## src/rtl/fp_mul_arbiter.sv

```systemverilog
// Round-robin arbiter that time-shares one IEEE-754 multiplier between NUM_REQ requesters.
// Grant is one edge after the request is seen in IDLE; the response follows D+1 edges later (D = multiplier latency).
module fp_mul_arbiter #(
  parameter int NUM_REQ        = 4,
  parameter int TIMEOUT_CYCLES = 64
) (
  input  logic                       clk,
  input  logic                       rst,
  input  logic [NUM_REQ-1:0]         req_valid_i,
  input  logic [32*NUM_REQ-1:0]      req_a_i,
  input  logic [32*NUM_REQ-1:0]      req_b_i,
  output logic [NUM_REQ-1:0]         req_ready_o,
  output logic                       resp_valid_o,
  output logic [$clog2(NUM_REQ)-1:0] resp_id_o,
  output logic [31:0]                resp_product_o,
  output logic [4:0]                 resp_flags_o,
  output logic                       mul_start_o,
  output logic [31:0]                mul_a_o,
  output logic [31:0]                mul_b_o,
  input  logic                       mul_done_i,
  input  logic [31:0]                mul_product_i,
  input  logic [3:0]                 mul_flags_i,
  output logic                       busy_o
);

  localparam int IDW = $clog2(NUM_REQ);
  localparam int CW  = $clog2(TIMEOUT_CYCLES);

  typedef enum logic [1:0] {S_IDLE, S_BUSY, S_RESP} state_t;

  state_t               r_state;
  state_t               w_next;
  logic [IDW-1:0]       r_last_grant;
  logic [CW-1:0]        r_cnt;
  logic [NUM_REQ-1:0]   r_ready;
  logic [31:0]          r_a;
  logic [31:0]          r_b;
  logic [IDW-1:0]       r_id;
  logic [31:0]          r_product;
  logic [4:0]           r_flags;

  logic                 w_any;
  logic [IDW-1:0]       w_gnt;
  logic [IDW-1:0]       w_idx;
  logic                 w_grant;
  logic                 w_timeout;
  logic [31:0]          w_a_arr [NUM_REQ];
  logic [31:0]          w_b_arr [NUM_REQ];

  always_comb begin
    for (int k = 0; k < NUM_REQ; k++) begin
      w_a_arr[k] = req_a_i[32*k +: 32];
      w_b_arr[k] = req_b_i[32*k +: 32];
    end
  end

  // First requester strictly after the last grant, wrapping around.
  always_comb begin
    w_any = 1'b0;
    w_gnt = '0;
    w_idx = '0;
    for (int i = 1; i <= NUM_REQ; i++) begin
      w_idx = IDW'((int'(r_last_grant) + i) % NUM_REQ);
      if (!w_any && req_valid_i[w_idx]) begin
        w_any = 1'b1;
        w_gnt = w_idx;
      end
    end
  end

  // A done still high from the previous operation must not look like completion of the next.
  assign w_grant   = (r_state == S_IDLE) && !mul_done_i && w_any;
  assign w_timeout = (r_cnt == CW'(TIMEOUT_CYCLES - 1));

  always_ff @(posedge clk or posedge rst) begin
    if (rst) r_state <= S_IDLE;
    else     r_state <= w_next;
  end

  always_comb begin
    w_next = r_state;
    case (r_state)
      S_IDLE:  if (w_grant) w_next = S_BUSY;
      S_BUSY:  if (mul_done_i || w_timeout) w_next = S_RESP;
      S_RESP:  w_next = S_IDLE;
      default: w_next = S_IDLE;
    endcase
  end

  always_ff @(posedge clk or posedge rst) begin
    if (rst) begin
      r_last_grant <= IDW'(NUM_REQ - 1);
      r_cnt        <= '0;
      r_ready      <= '0;
      r_a          <= '0;
      r_b          <= '0;
      r_id         <= '0;
      r_product    <= '0;
      r_flags      <= '0;
    end else begin
      r_ready <= '0;
      if (w_grant) begin
        r_ready      <= NUM_REQ'(1) << w_gnt;
        r_a          <= w_a_arr[w_gnt];
        r_b          <= w_b_arr[w_gnt];
        r_last_grant <= w_gnt;
        r_id         <= w_gnt;
        r_cnt        <= '0;
      end
      // Done has priority over the watchdog on the same edge.
      if (r_state == S_BUSY) begin
        if (mul_done_i) begin
          r_product <= mul_product_i;
          r_flags   <= {1'b0, mul_flags_i};
        end else if (w_timeout) begin
          r_product <= '0;
          r_flags   <= 5'b10000;
        end else begin
          r_cnt <= r_cnt + CW'(1);
        end
      end
    end
  end

  assign req_ready_o    = r_ready;
  assign resp_valid_o   = (r_state == S_RESP);
  assign resp_id_o      = r_id;
  assign resp_product_o = r_product;
  assign resp_flags_o   = r_flags;
  assign mul_start_o    = (r_state == S_BUSY);
  assign mul_a_o        = r_a;
  assign mul_b_o        = r_b;
  assign busy_o         = (r_state != S_IDLE);

endmodule

```

## config.mk

```make
export PLATFORM = sky130hd
export DESIGN_NAME = fp_mul_arbiter
export DESIGN_NICKNAME = d
export VERILOG_FILES = /design/src/rtl/fp_mul_arbiter.sv
export SDC_FILE = /design/constraint.sdc
export NUM_CORES = 1
export LEC_CHECK = 0
export BUFFER_PORTS_ARGS = -buffer_cell sky130_fd_sc_hd__clkbuf_2
export CORE_AREA = 2 2 159 161
export CTS_CLUSTER_SIZE = 12
export DETAILED_ROUTE_END_ITERATION = 10
export DIE_AREA = 0 0 161 163
export GPL_TIMING_DRIVEN = 0
export PLACE_DENSITY_LB_ADDON = 0.2
export REMOVE_ABC_BUFFERS = 1
export SKIP_CTS_REPAIR_TIMING = 1
export SLEW_MARGIN = 20
export SYNTH_ARGS = -nofsm -noshare
export SYNTH_HDL_FRONTEND = slang
export SYNTH_SLANG_ARGS = --single-unit
```

## constraint.sdc

```tcl
create_clock -name clk -period 4.6 [get_ports clk]
set_input_delay 0.92 -clock clk [delete_from_list [all_inputs] [get_ports clk]]
set_output_delay 0.92 -clock clk [all_outputs]
set_load 0.1 [all_outputs]
```

Word-level counts from Yosys, hierarchy flattened
Cells that the tools add are included.
Word-level totals
  output and inout port bits: 110
  input port bits: 299
  register bits after elaboration: 117
  word-level logic and storage cells: 75
Cells by class
  multiplexer cells: 34
  eq/ne operators: 5
  $add $sub $neg: 5
  bitwise gates (word level): 1
  shifts and indexed selects: 1
  order comparisons: 5
  reductions and logical operators: 15
Operator list (count)
  32-bit 2-to-1 mux: 6
  32-bit binary-select mux with 2-bit select: 2
  6-bit 2-to-1 mux: 4
  2-bit by 3-bit less-than comparator with 1-bit output, second input constant: 4
  2-bit 2-to-1 mux: 6
  5-bit 2-to-1 mux: 2
  1-bit binary-select mux with 2-bit select: 4
  1-bit 2-to-1 mux: 8
  6-bit by 1-bit adder with 6-bit output, second input constant: 1
  6-bit equality test, second input constant: 1
  1-bit logical AND: 5
  2-bit by 1-bit adder with 2-bit output, second input constant: 2
  2-bit adder, second input constant: 2
  1-bit logical NOT: 4
  4-bit 2-to-1 mux: 1
  2-bit case mux with 2 select lines: 1
  2-bit AND reduction: 2
  2-bit nonzero test: 2
  1-bit by 2-bit << shifter with 4-bit output, first input constant: 1
  3-bit greater-or-equal comparator, second input constant: 1
  2-bit NOT with 3-bit output: 1
  2-bit by 1-bit equality test with 1-bit output, second input constant: 1
  2-bit equality test, second input constant: 1
  2-bit logical NOT: 1
  other kinds (3): 3

Depth between registers and ports, before layout
  word-level depth: 18
  mapped depth: 8

Worst setup path after synthesis
OpenSTA, ideal clock, no wires.
  path kind: register to output
  start point: register r_state[0]
  end point: output resp_valid_o
  data required time: 3680 ps
  cell stages (with the launch flop): 2
  slack: 1949 ps
  data arrival time: 1731 ps
  cell sequence: dfrtp_1 -> nor2b_1
On the way
  cells in the longest elaborated chain, start to end: 1
Ends and longest elaborated chain
  from (decl): line 31  | state_t r_state;
  from (signal assigned): line 77  | else r_state <= w_next;
  2-bit equality test: line 126  | assign resp_valid_o = (r_state == S_RESP);
  to (decl): line 13  | output logic resp_valid_o,
No other way between the ends.

Worst setup path after layout
  start point: input req_valid_i[1]
  end point: register r_b[22], in the netlist mul_b_o[22]
On the way
  cells in the longest elaborated chain, start to end: 16
Ends and longest elaborated chain
  from (decl): line 9  | input logic [NUM_REQ-1:0] req_valid_i,
  1-bit binary-select mux with 2-bit select: line 64  | if (!w_any && req_valid_i[w_idx]) begin
  1-bit 2-to-1 mux (implied by the code): line 64
  1-bit 2-to-1 mux: line 64
  1-bit logical NOT: line 64
  1-bit logical AND: line 64
  1-bit 2-to-1 mux: line 64
  1-bit logical NOT: line 64
  1-bit logical AND: line 64
  1-bit 2-to-1 mux: line 64
  1-bit logical NOT: line 64
  1-bit logical AND: line 64
  2-bit 2-to-1 mux: line 64
  2-bit NOT with 3-bit output (implied by the code): line 105  | r_b <= w_b_arr[w_gnt];
  32-bit binary-select mux with 2-bit select: line 105
  32-bit 2-to-1 mux (implied by the code) (2 in series): line 105
  to (signal assigned): line 105
  to (decl): line 37  | logic [31:0] r_b;
Parallel ways exist; a longest one is shown, timed or not. The select of a mux whose other input is x is not followed.
A chain may end at the register's enable or synchronous reset.

==> run metrics <==
dominant cells by area after synthesis dfrtp_1 43%, mux2_2 10%, a221oi_1 8.5%; worst hold path type in -> async; CTS Root Cell clkbuf_16; Avg WL per Cell 16.9 um; GRT met2 Usage 30.0%; met1 usage 21.7%; first-pass GRT wire length 35,800 um; Yosys warnings 0; crit-path cells clkbuf_2 > o211a_4 > a2111oi_4 > buf_4 > buf_6 > buf_4 > buf_4 > nand2_1 > mux2_2 > a21oi_1; post-route ant nets 0; DR vias/cell 4.71; Arr. time, crit path 3480 ps; Post-Layout Inst Area 9510 sq um; # IOs 409; synth unique cells 45; Max Cap Violations 0; top-count cell post-synth nand2_1; skew final 24.0 ps; CP startpoint kind input port; status finished clean; routed wire length 23,900 um; via count 6,637; routability congestion estimate 0.792; clk sinks 117; CTS clk-pin slew, worst paths 70 ps; routing usage on met3 5.07%; CP most frequent cell buf_4; sequential share of the synthesized area 44.3%; Synth Area per Inst 9.75 sq um; Post-Synthesis Cells 679; layout cells sized above 1 49.4%; vias in the first global route 6,432; Worst Setup Path Type in -> reg; Min Hold Slack 477 ps; Core ar. 24,700 sq um; 1st-pass router iterations 4; CTS tree done; post-synth top area share 43.5%; Layout area overhead 43.7%; Final period util 68.3%; Clock Latency Late Sink 430 ps; Initial DRC Count 262; FP Rows 58; die area 26,200 sq um; Post-Syn Area 6620 sq um; largest net degree at the start of global routing 77; DRC viols 0; crit-path max FO 16; grt ovf 0; post-place instance area 8960 sq um; Rel. slew slack 48.5%; initial core utilization 26.8%; Post-synth EDFFs 0; initial antenna violation count 0; Hold Vio Cnt, Final 0; Top FF cell, synth dfrtp_1; Buffers on Ports 408; Final setup viols 0; Antenna Cells 0; Reg area 2930 sq um; CP Capture Type flip-flop; TritonCTS Buffers 17; fmax 318 MHz; Tmin final 3140 ps; Slew Limit Fails 0; die height 163 um; gr usage total 17.6%; busiest layer in global routing met2; Post-synth top cells 135 x nand2_1, 115 x dfrtp_1, 72 x nor2_1; CP max-delay cell a2111oi_4; largest area contributor in the netlist dfrtp_1; transition time of the tightest slew-check pin 772 ps; RSZ-0062 raised after global routing no; hpwl dp 17,800 um; die width 161 um; #FFs+latches synth 117; layout filler cell count 2,583; Clock Path Buffers 2; CP required 4940 ps; Max stage delay on crit path 690 ps; nets@finish 1,366; H-tree depth 4; multi-input logic area 3200 sq um; Post-synth ARST share 100%
## worst paths after layout
kind / startpoint / to / slack, ps / cells after the start
setup / recovery: req_valid_i[1] / mul_b_o[22] / 1460 / 10
hold / removal: rst / r_state[1] / 480 / 2
setup reg to reg: r_last_grant[0] / mul_b_o[22] / 1510 / 9
hold reg to reg: resp_id_o[0] / resp_id_o[0] / 480 / 1
max in group asynchronous: rst / mul_b_o[27] / 3420 / 3
min in group clk: resp_id_o[0] / resp_id_o[0] / 480 / 1
## final cells by class
class | instances | share of cell area, %
clock buffers | 18 | 4.51
multi-input cells | 496 | 33.7
repair buffers | 426 | 25.0
flip-flops and latches | 117 | 30.8
clock inverters | 14 | 1.26
inverters | 8 | 0.395
well taps | 330 | 4.34
## cell families (layout without fill, tap and decap cells)
group,Yosys count,in the layout,share of synthesized area [%]
adder cells (fa/ha/maj),1,1,0.189
buffers and inverters,66,466,8.37
AND/OR/NAND/NOR,231,231,14.1
AO/OA/AOI/OAI,198,198,21.9
flip-flops,117,117,44.3
multiplexers,66,66,11.2
## worst max-delay path: cells and delay by family
| family | cells | cell delay [ps] |
|---|---|---|
| buffers and inverters | 5 | 1090 |
| and+or+nand+nor | 1 | 70 |
| AOI/OAI and AO/OA | 3 | 1110 |
| muxes | 1 | 270 |
## flip-flops by register name (all words and copies together), names as in the netlist
| register | count |
|---|---|
| mul_a_o | 32 |
| mul_b_o | 32 |
| resp_product_o | 32 |
| r_cnt | 6 |
| resp_flags_o | 5 |
| req_ready_o | 4 |
| r_last_grant | 2 |
| r_state | 2 |
| resp_id_o | 2 |
## cells in the final DEF (no fill, tap or decap), drive strengths merged
cell type	instances
clkbuf	426
nand2	135
dfrtp	115
nor2	72
a21oi	71
a221oi	64
mux2	64
a22o	37
buf	18
inv	15
o21ai	10
nor2b	5
a21o	5
nand2b	4
nand3	4
clkinvlp	4
clkinv	3
mux2i	2
o22ai	2
o211ai	2
and3	2
dfstp	2
and2	2
and2b	1
o211a	1
and3b	1
a2111oi	1
a32o	1
or3	1
a2111o	1
o32ai	1
o221a	1
and4	1
or3b	1
or2	1
o31ai	1
nor3	1
ha	1
## through the flow
step / util, % / std cells / TNS, ps / worst slack, ps
after detailed placement: 36.3 / 1377 / 0 / 1000
final: 38.6 / 1409 / 0 / 1460
after CTS: 38.6 / 1409 / 0 / 1430
after floorplan: - / 621 / -31980 / -496
after global routing: 38.6 / 1409 / 0 / 1260
after global placement: 34.7 / 1359 / -363980 / -3520
## metal layers
metal | part of all wire, % | vias up
met1 | 41 | 3083
met4 | 1.6 | 0
met3 | 7.7 | 20
met2 | 49 | 299
li1 | - | 3235
met5 | 0 | -
Power is not shown: default switching activity piles up to over one toggle a cycle in this logic, so the estimate is an artifact.
